## config.mk

```make
export PLATFORM = sky130hd
export DESIGN_NAME = mem_access_unit_flat
export DESIGN_NICKNAME = d
export VERILOG_FILES = /design/src/rtl/mem_access_unit_pkg.sv /design/src/rtl/mem_access_unit_if.sv /design/src/rtl/mem_access_unit_timeout_ctr.sv /design/src/rtl/mem_access_unit.sv /design/src/flat_wrapper.sv
export SDC_FILE = /design/constraint.sdc
export NUM_CORES = 1
export LEC_CHECK = 0
export CORE_MARGIN = 5
export CORE_UTILIZATION = 45
export DETAILED_ROUTE_END_ITERATION = 16
export DONT_BUFFER_PORTS = 1
export HOLD_SLACK_MARGIN = 0.15
export RECOVER_POWER = 25
export SLEW_MARGIN = 20
export SYNTH_ARGS = -nofsm -noshare
export SYNTH_HDL_FRONTEND = slang
export SYNTH_HIERARCHICAL = 1
export SYNTH_SLANG_ARGS = --single-unit
```

## constraint.sdc

```tcl
create_clock -name clk -period 2.4 [get_ports clk]
set_input_delay 0.24 -clock clk [delete_from_list [all_inputs] [get_ports clk]]
set_output_delay 0.24 -clock clk [all_outputs]
set_load 0.01 [all_outputs]
```

## src/rtl/mem_access_unit_pkg.sv

```systemverilog
// mem_access_unit_pkg: opcode/state encodings and widths shared with the address unit
package mem_access_unit_pkg;
    localparam int BITSOUT_DEF = 32;
    localparam int REGADDR_DEF = 4;
    localparam int MEMOP_DEF = 2;
    localparam int TIMEOUT_DEF = 16;
    localparam logic [1:0] OP_PASS = 2'd0;
    localparam logic [1:0] OP_LOAD = 2'd1;
    localparam logic [1:0] OP_STORE = 2'd2;
    localparam logic [1:0] OP_RSVD = 2'd3;
    localparam logic [1:0] ST_IDLE = 2'd0;
    localparam logic [1:0] ST_ISSUE = 2'd1;
    localparam logic [1:0] ST_RESP = 2'd2;
endpackage

```

## src/rtl/mem_access_unit_if.sv

```systemverilog
// mem_access_unit_if: upstream, data-memory and writeback signals of the memory stage
interface mem_access_unit_if
    import mem_access_unit_pkg::*;
#(
    parameter int BITSOUT = BITSOUT_DEF,
    parameter int REGADDR = REGADDR_DEF,
    parameter int MEMOP = MEMOP_DEF
);
    logic inValid;
    logic inReady;
    logic [MEMOP-1:0] memOP;
    logic [BITSOUT-1:0] address;
    logic [BITSOUT-1:0] storeData;
    logic [REGADDR-1:0] destReg;
    logic memReq;
    logic memWe;
    logic [BITSOUT-1:0] memAddr;
    logic [BITSOUT-1:0] memWData;
    logic memAck;
    logic [BITSOUT-1:0] memRData;
    logic outValid;
    logic outReady;
    logic [BITSOUT-1:0] outData;
    logic [REGADDR-1:0] outDest;
    logic outWbEn;
    logic outErr;
    modport slave (
        input inValid, memOP, address, storeData, destReg, memAck, memRData, outReady,
        output inReady, memReq, memWe, memAddr, memWData, outValid, outData, outDest, outWbEn, outErr
    );
    modport master (
        output inValid, memOP, address, storeData, destReg, memAck, memRData, outReady,
        input inReady, memReq, memWe, memAddr, memWData, outValid, outData, outDest, outWbEn, outErr
    );
endinterface

```

## src/rtl/mem_access_unit_timeout_ctr.sv

```systemverilog
// mem_timeout_ctr: counts ISSUE cycles and flags the last one allowed before giving up
module mem_timeout_ctr #(
    parameter int TIMEOUT = 16,
    localparam int CW = $clog2(TIMEOUT)
) (
    input  logic clk,
    input  logic rst_n,
    input  logic i_clear,
    input  logic i_enable,
    output logic o_expired
);
    logic [CW-1:0] r_count;
    always_ff @(posedge clk) begin
        if (!rst_n || i_clear) r_count <= '0;
        else if (i_enable) r_count <= r_count + CW'(1);
    end
    assign o_expired = i_enable && (r_count == CW'(TIMEOUT - 1));
endmodule

```

## src/rtl/mem_access_unit.sv

```systemverilog
// mem_access_unit: word load/store stage with bounded memory wait and registered writeback
module mem_access_unit
    import mem_access_unit_pkg::*;
#(
    parameter int BITSOUT = BITSOUT_DEF,
    parameter int REGADDR = REGADDR_DEF,
    parameter int MEMOP = MEMOP_DEF,
    parameter int TIMEOUT = TIMEOUT_DEF
) (
    input logic clk,
    input logic rst_n,
    mem_access_unit_if.slave io_bus
);
    logic [1:0] r_state;
    logic r_memReq;
    logic r_memWe;
    logic [BITSOUT-1:0] r_memAddr;
    logic [BITSOUT-1:0] r_memWData;
    logic [BITSOUT-1:0] r_outData;
    logic [REGADDR-1:0] r_outDest;
    logic r_outWbEn;
    logic r_outErr;
    logic [MEMOP-1:0] w_op;
    logic w_accept;
    logic w_go_mem;
    logic w_expired;
    assign w_op = io_bus.memOP;
    assign w_accept = io_bus.inValid && io_bus.inReady;
    assign w_go_mem = (w_op == OP_LOAD || w_op == OP_STORE) && io_bus.address[1:0] == 2'b00;
    mem_timeout_ctr #(.TIMEOUT(TIMEOUT)) u_ctr (
        .clk(clk),
        .rst_n(rst_n),
        .i_clear(r_state != ST_ISSUE),
        .i_enable(r_state == ST_ISSUE),
        .o_expired(w_expired)
    );
    always_ff @(posedge clk) begin
        if (!rst_n) begin
            r_state <= ST_IDLE;
            r_memReq <= 1'b0;
            r_memWe <= 1'b0;
            r_memAddr <= '0;
            r_memWData <= '0;
            r_outData <= '0;
            r_outDest <= '0;
            r_outWbEn <= 1'b0;
            r_outErr <= 1'b0;
        end else begin
            case (r_state)
                ST_IDLE: if (w_accept) begin
                    r_outDest <= io_bus.destReg;
                    if (w_go_mem) begin
                        r_state <= ST_ISSUE;
                        r_memReq <= 1'b1;
                        r_memWe <= w_op == OP_STORE;
                        r_memAddr <= io_bus.address;
                        r_memWData <= w_op == OP_STORE ? io_bus.storeData : '0;
                    end else begin
                        // pass-through succeeds; reserved and misaligned ops end here as errors
                        r_state <= ST_RESP;
                        r_outData <= w_op == OP_PASS ? io_bus.address : '0;
                        r_outWbEn <= w_op == OP_PASS;
                        r_outErr <= w_op != OP_PASS;
                    end
                end
                ST_ISSUE: if (io_bus.memAck || w_expired) begin
                    // an ack on the final allowed cycle still completes normally
                    r_state <= ST_RESP;
                    r_memReq <= 1'b0;
                    r_outData <= io_bus.memAck && !r_memWe ? io_bus.memRData : '0;
                    r_outWbEn <= io_bus.memAck && !r_memWe;
                    r_outErr <= !io_bus.memAck;
                end
                ST_RESP: if (io_bus.outReady) r_state <= ST_IDLE;
                default: r_state <= ST_IDLE;
            endcase
        end
    end
    assign io_bus.inReady = rst_n && r_state == ST_IDLE;
    assign io_bus.outValid = r_state == ST_RESP;
    assign io_bus.memReq = r_memReq;
    assign io_bus.memWe = r_memWe;
    assign io_bus.memAddr = r_memAddr;
    assign io_bus.memWData = r_memWData;
    assign io_bus.outData = r_outData;
    assign io_bus.outDest = r_outDest;
    assign io_bus.outWbEn = r_outWbEn;
    assign io_bus.outErr = r_outErr;
endmodule

```

## src/flat_wrapper.sv

```systemverilog
// flat-port wrapper written by rule: the top's interface ports become plain ports
module mem_access_unit_flat import mem_access_unit_pkg::*;
#(
    parameter int BITSOUT = BITSOUT_DEF,
    parameter int REGADDR = REGADDR_DEF,
    parameter int MEMOP = MEMOP_DEF,
    parameter int TIMEOUT = TIMEOUT_DEF
)
  (clk, rst_n, io_bus_inValid, io_bus_memOP, io_bus_address, io_bus_storeData, io_bus_destReg, io_bus_memAck, io_bus_memRData, io_bus_outReady, io_bus_inReady, io_bus_memReq, io_bus_memWe, io_bus_memAddr, io_bus_memWData, io_bus_outValid, io_bus_outData, io_bus_outDest, io_bus_outWbEn, io_bus_outErr);
  mem_access_unit_if #(.BITSOUT(BITSOUT), .REGADDR(REGADDR), .MEMOP(MEMOP)) io_bus_i ();
  input logic clk;
  input logic rst_n;
  input wire logic [$bits(io_bus_i.inValid)-1:0] io_bus_inValid;
  input wire logic [$bits(io_bus_i.memOP)-1:0] io_bus_memOP;
  input wire logic [$bits(io_bus_i.address)-1:0] io_bus_address;
  input wire logic [$bits(io_bus_i.storeData)-1:0] io_bus_storeData;
  input wire logic [$bits(io_bus_i.destReg)-1:0] io_bus_destReg;
  input wire logic [$bits(io_bus_i.memAck)-1:0] io_bus_memAck;
  input wire logic [$bits(io_bus_i.memRData)-1:0] io_bus_memRData;
  input wire logic [$bits(io_bus_i.outReady)-1:0] io_bus_outReady;
  output wire logic [$bits(io_bus_i.inReady)-1:0] io_bus_inReady;
  output wire logic [$bits(io_bus_i.memReq)-1:0] io_bus_memReq;
  output wire logic [$bits(io_bus_i.memWe)-1:0] io_bus_memWe;
  output wire logic [$bits(io_bus_i.memAddr)-1:0] io_bus_memAddr;
  output wire logic [$bits(io_bus_i.memWData)-1:0] io_bus_memWData;
  output wire logic [$bits(io_bus_i.outValid)-1:0] io_bus_outValid;
  output wire logic [$bits(io_bus_i.outData)-1:0] io_bus_outData;
  output wire logic [$bits(io_bus_i.outDest)-1:0] io_bus_outDest;
  output wire logic [$bits(io_bus_i.outWbEn)-1:0] io_bus_outWbEn;
  output wire logic [$bits(io_bus_i.outErr)-1:0] io_bus_outErr;
  assign io_bus_i.inValid = io_bus_inValid;
  assign io_bus_i.memOP = io_bus_memOP;
  assign io_bus_i.address = io_bus_address;
  assign io_bus_i.storeData = io_bus_storeData;
  assign io_bus_i.destReg = io_bus_destReg;
  assign io_bus_i.memAck = io_bus_memAck;
  assign io_bus_i.memRData = io_bus_memRData;
  assign io_bus_i.outReady = io_bus_outReady;
  assign io_bus_inReady = io_bus_i.inReady;
  assign io_bus_memReq = io_bus_i.memReq;
  assign io_bus_memWe = io_bus_i.memWe;
  assign io_bus_memAddr = io_bus_i.memAddr;
  assign io_bus_memWData = io_bus_i.memWData;
  assign io_bus_outValid = io_bus_i.outValid;
  assign io_bus_outData = io_bus_i.outData;
  assign io_bus_outDest = io_bus_i.outDest;
  assign io_bus_outWbEn = io_bus_i.outWbEn;
  assign io_bus_outErr = io_bus_i.outErr;
  mem_access_unit #(.BITSOUT(BITSOUT), .REGADDR(REGADDR), .MEMOP(MEMOP), .TIMEOUT(TIMEOUT)) u_core (.clk(clk), .rst_n(rst_n), .io_bus(io_bus_i));
endmodule
```

==> results.json <==
{
  "drtAntennaViolNets": 0,
  "ir_drop_v": 0.000356,
  "synthTopCellsByCount": "dfxtp_1, a21oi_1, o21ai_0",
  "seq_area_um2": 2200,
  "rows": 37,
  "hold_path_startpoint": "io_bus_memRData[4]",
  "die_w_um": 113,
  "relSlewSlack_pct": 35.9,
  "grt_start_max_net_pins": 68,
  "grt_overflow": 0,
  "met2_usage_pct": 38.8,
  "critPathKind": "register to register",
  "die_area_um2": 12900,
  "fin_cells": 704,
  "core_um2": 10400,
  "synth_ff_type": "dfxtp_1",
  "max-cap-violations": 0,
  "drc_errors": 0,
  "cp-start-kind": "register",
  "fin_skew_ps": 8.34,
  "drtIter0Drc": 551,
  "numCtsBuffers": 9,
  "route.final.wire_length_um": 16000,
  "synthCells": 531,
  "p_per_area_nw_per_um2": 600,
  "ios": 213,
  "grt_use_total_pct": 23.4,
  "synth_top_family_by_area": "compound AO/OA/AOI/OAI gates",
  "synthAdderAreaFrac_pct": 0.780,
  "gp_congestion": 0.796,
  "fillers": 899,
  "synth_enable_flop_cells": 0,
  "rrSetupSlack_ps": 260,
  "post-route-period-util_pct": 89.1,
  "synthMuxAreaShare_pct": 0.416,
  "firstDrtPassIters": 5,
  "crit_path_max_fanout": 67,
  "reg2reg_depth": 5,
  "fin_ws_ps": 262,
  "tns_ps": 0,
  "start_util_pct": 46.4,
  "cts_num_sinks": 110,
  "multiInputGateArea_um2": 2230,
  "synth_cell_types": 38,
  "dp_cells": 607,
  "grt_antenna_before_repair": 0,
  "syn-num-nets": 641,
  "cts_resized": 0,
  "end_kind": "register",
  "synthToLayoutAreaGrowth_pct": 19.6,
  "clkLatencyLatePin_ps": 360,
  "num_antenna_cells": 0,
  "synthTopCellsByArea": "dfxtp_1, a21oi_1, a221oi_1",
  "post-route-util_pct": 55.5,
  "wire_per_inst_um": 22.7,
  "hold_buffers": 82,
  "grt_use_met3_pct": 7.43,
  "fin_area_um2": 5760,
  "whs_endpoint": "u_core/io_bus.outData[4]$_SDFFE_PN0P_",
  "synth-seq-cells": 110,
  "synth_xor_area_share_pct": 0.182,
  "finalPower_mw": 3.45,
  "die_h_um": 113,
  "setup_violations": 0,
  "dp_slack_ps": 321,
  "r2r-start": "u_core/r_state[0]$_SDFFE_PN0P_",
  "grt_first_pass_wirelength_um": 24700,
  "hold_class": "input port to register",
  "busiest_layer": "met2",
  "synth.top_cell.area_share_pct": 45.7,
  "whs_ps": 165,
  "finalMaxSlewViolations": 0,
  "p_leak_nw": 1.81,
  "min_period_ps": 2140,
  "yosysSeqAreaShare_pct": 45.7,
  "yosys.area_share.simple_pct": 12.6,
  "cts_setup_buffers": 0,
  "syn_avg_cell_area_um2": 9.07,
  "yosysMostFrequentCell": "dfxtp_1",
  "cts_tree": "yes",
  "tightestPinTransition_ps": 961,
  "port_buffers": 0,
  "rsz0062_at_grt": "false",
  "worstPathArrival_ps": 2440,
  "via_per_inst": 6.64,
  "syn_area_um2": 4810,
  "grtUsageMet1_pct": 28.7,
  "clk_pin_slew_ps": 100,
  "grt_pass1_vias": 4609,
  "num_vias": 4674,
  "yosys.area.top_type": "dfxtp_1",
  "cts_buffer_depth": 2,
  "placedInstanceArea_um2": 4760,
  "r2r-end": "u_core/io_bus.outDest[1]$_SDFFE_PN0P_",
  "fmax_mhz": 468,
  "hold_viol": 0,
  "hold_depth": 2,
  "h-tree-depth": 3,
  "status": "completed",
  "async_flop_share_pct": 0,
  "place_hpwl_um": 9300,
  "drive_gt1_share_pct": 7.04,
  "synth_warnings": 6,
  "crit_required_ps": 2700,
  "root_buffer": "clkbuf_8",
  "synth_compound_area_share_pct": 32.0,
  "final_nets": 674
}
==> sequential cells by signal (all words and copies together) (netlist names) <==
name / flops
u_core/io_bus.memWe: 1
u_core/io_bus.outData: 32
u_core/io_bus.memReq: 1
u_core/r_state: 2
u_core/io_bus.outWbEn: 1
u_core/io_bus.memWData: 32
u_core/io_bus.outDest: 4
u_core/io_bus.outErr: 1
u_core/io_bus.memAddr: 32
u_core/u_ctr/r_count: 4
==> metal layers <==
metal  share of wire, %  up-vias
li1                   -     2128
met4                1.5        0
met1                 40     2257
met2                 48      265
met3                 10       24
met5                  0        -
==> kinds of logic (layout without fill, tap and decap cells) <==
| family | Yosys count | count (layout) |
|---|---|---|
| AO/OA/AOI/OAI | 236 | 236 |
| flip-flops | 110 | 110 |
| AND/OR/NAND/NOR | 102 | 102 |
| buffers and inverters | 77 | 114 |
| adder cells (fa/ha/maj) | 3 | 3 |
| multiplexers | 2 | 2 |
| XOR/XNOR | 1 | 1 |
==> power breakdown <==
group | switching (mW) | internal, mW | total, mW
Combinational | 0.257 | 0.208 | 0.465
Sequential | 0.0757 | 1.88 | 1.96
Clock | 0.623 | 0.408 | 1.03
==> worst max-delay path, stage by stage, from the launching register on <==
cell	delay, ps
dfxtp_1	470
nand4bb_4	220
buf_4	580
nand3_1	140
nand2_1	100
dlygate4sd3_1	560
==> final cells by class <==
type	instances	share of cell area, %
Clock buffer	11	2.45
Clock inverter	4	0.565
Multi-Input combinational cell	344	38.7
Sequential cell	110	38.2
Timing Repair Buffer	95	16.8
Inverter	4	0.282
Tap cell	136	2.95
==> how the worst max path moves through the flow <==
| stage | slack, ps | end | depth (start not counted) | start |
|---|---|---|---|---|
| 2_1_floorplan | 200 | u_core/io_bus.outData[24]$_SDFFE_PN0P_ | 9 | u_core/r_state[1]$_SDFFE_PN0P_ |
| 3_3_place_gp | 420 | u_core/io_bus.outData[31]$_SDFFE_PN0P_ | 5 | u_core/r_state[1]$_SDFFE_PN0P_ |
| 3_5_place_dp | 320 | u_core/io_bus.outData[28]$_SDFFE_PN0P_ | 5 | u_core/r_state[1]$_SDFFE_PN0P_ |
| 4_1_cts | 310 | u_core/io_bus.outData[28]$_SDFFE_PN0P_ | 5 | u_core/r_state[1]$_SDFFE_PN0P_ |
| 5_1_grt | 150 | u_core/io_bus.outDest[2]$_SDFFE_PN0P_ | 5 | u_core/r_state[0]$_SDFFE_PN0P_ |
| 6_report | 260 | u_core/io_bus.outDest[1]$_SDFFE_PN0P_ | 5 | u_core/r_state[0]$_SDFFE_PN0P_ |
==> layout by cell type, fill, tap and decap left out, types with 2 or more instances in the layout <==
cell type / netlist / final
ha_1: 3 / 3
buf_4: 7 / 9
a211oi_1: 33 / 33
nand3b_1: 3 / 3
clkbuf_8: 0 / 10
a21oi_1: 69 / 69
inv_1: 2 / 2
nand4_1: 33 / 33
dfxtp_1: 110 / 110
nand3_1: 35 / 35
buf_12: 0 / 4
clkinvlp_4: 0 / 2
o21ai_1: 15 / 15
mux2i_1: 2 / 2
a32oi_1: 32 / 32
nor2_1: 3 / 3
a221oi_1: 33 / 33
and3_1: 2 / 2
dlygate4sd3_1: 0 / 82
o21ai_0: 50 / 50
nand2_1: 14 / 14
Note: power is estimated with default switching activity, not from simulation.
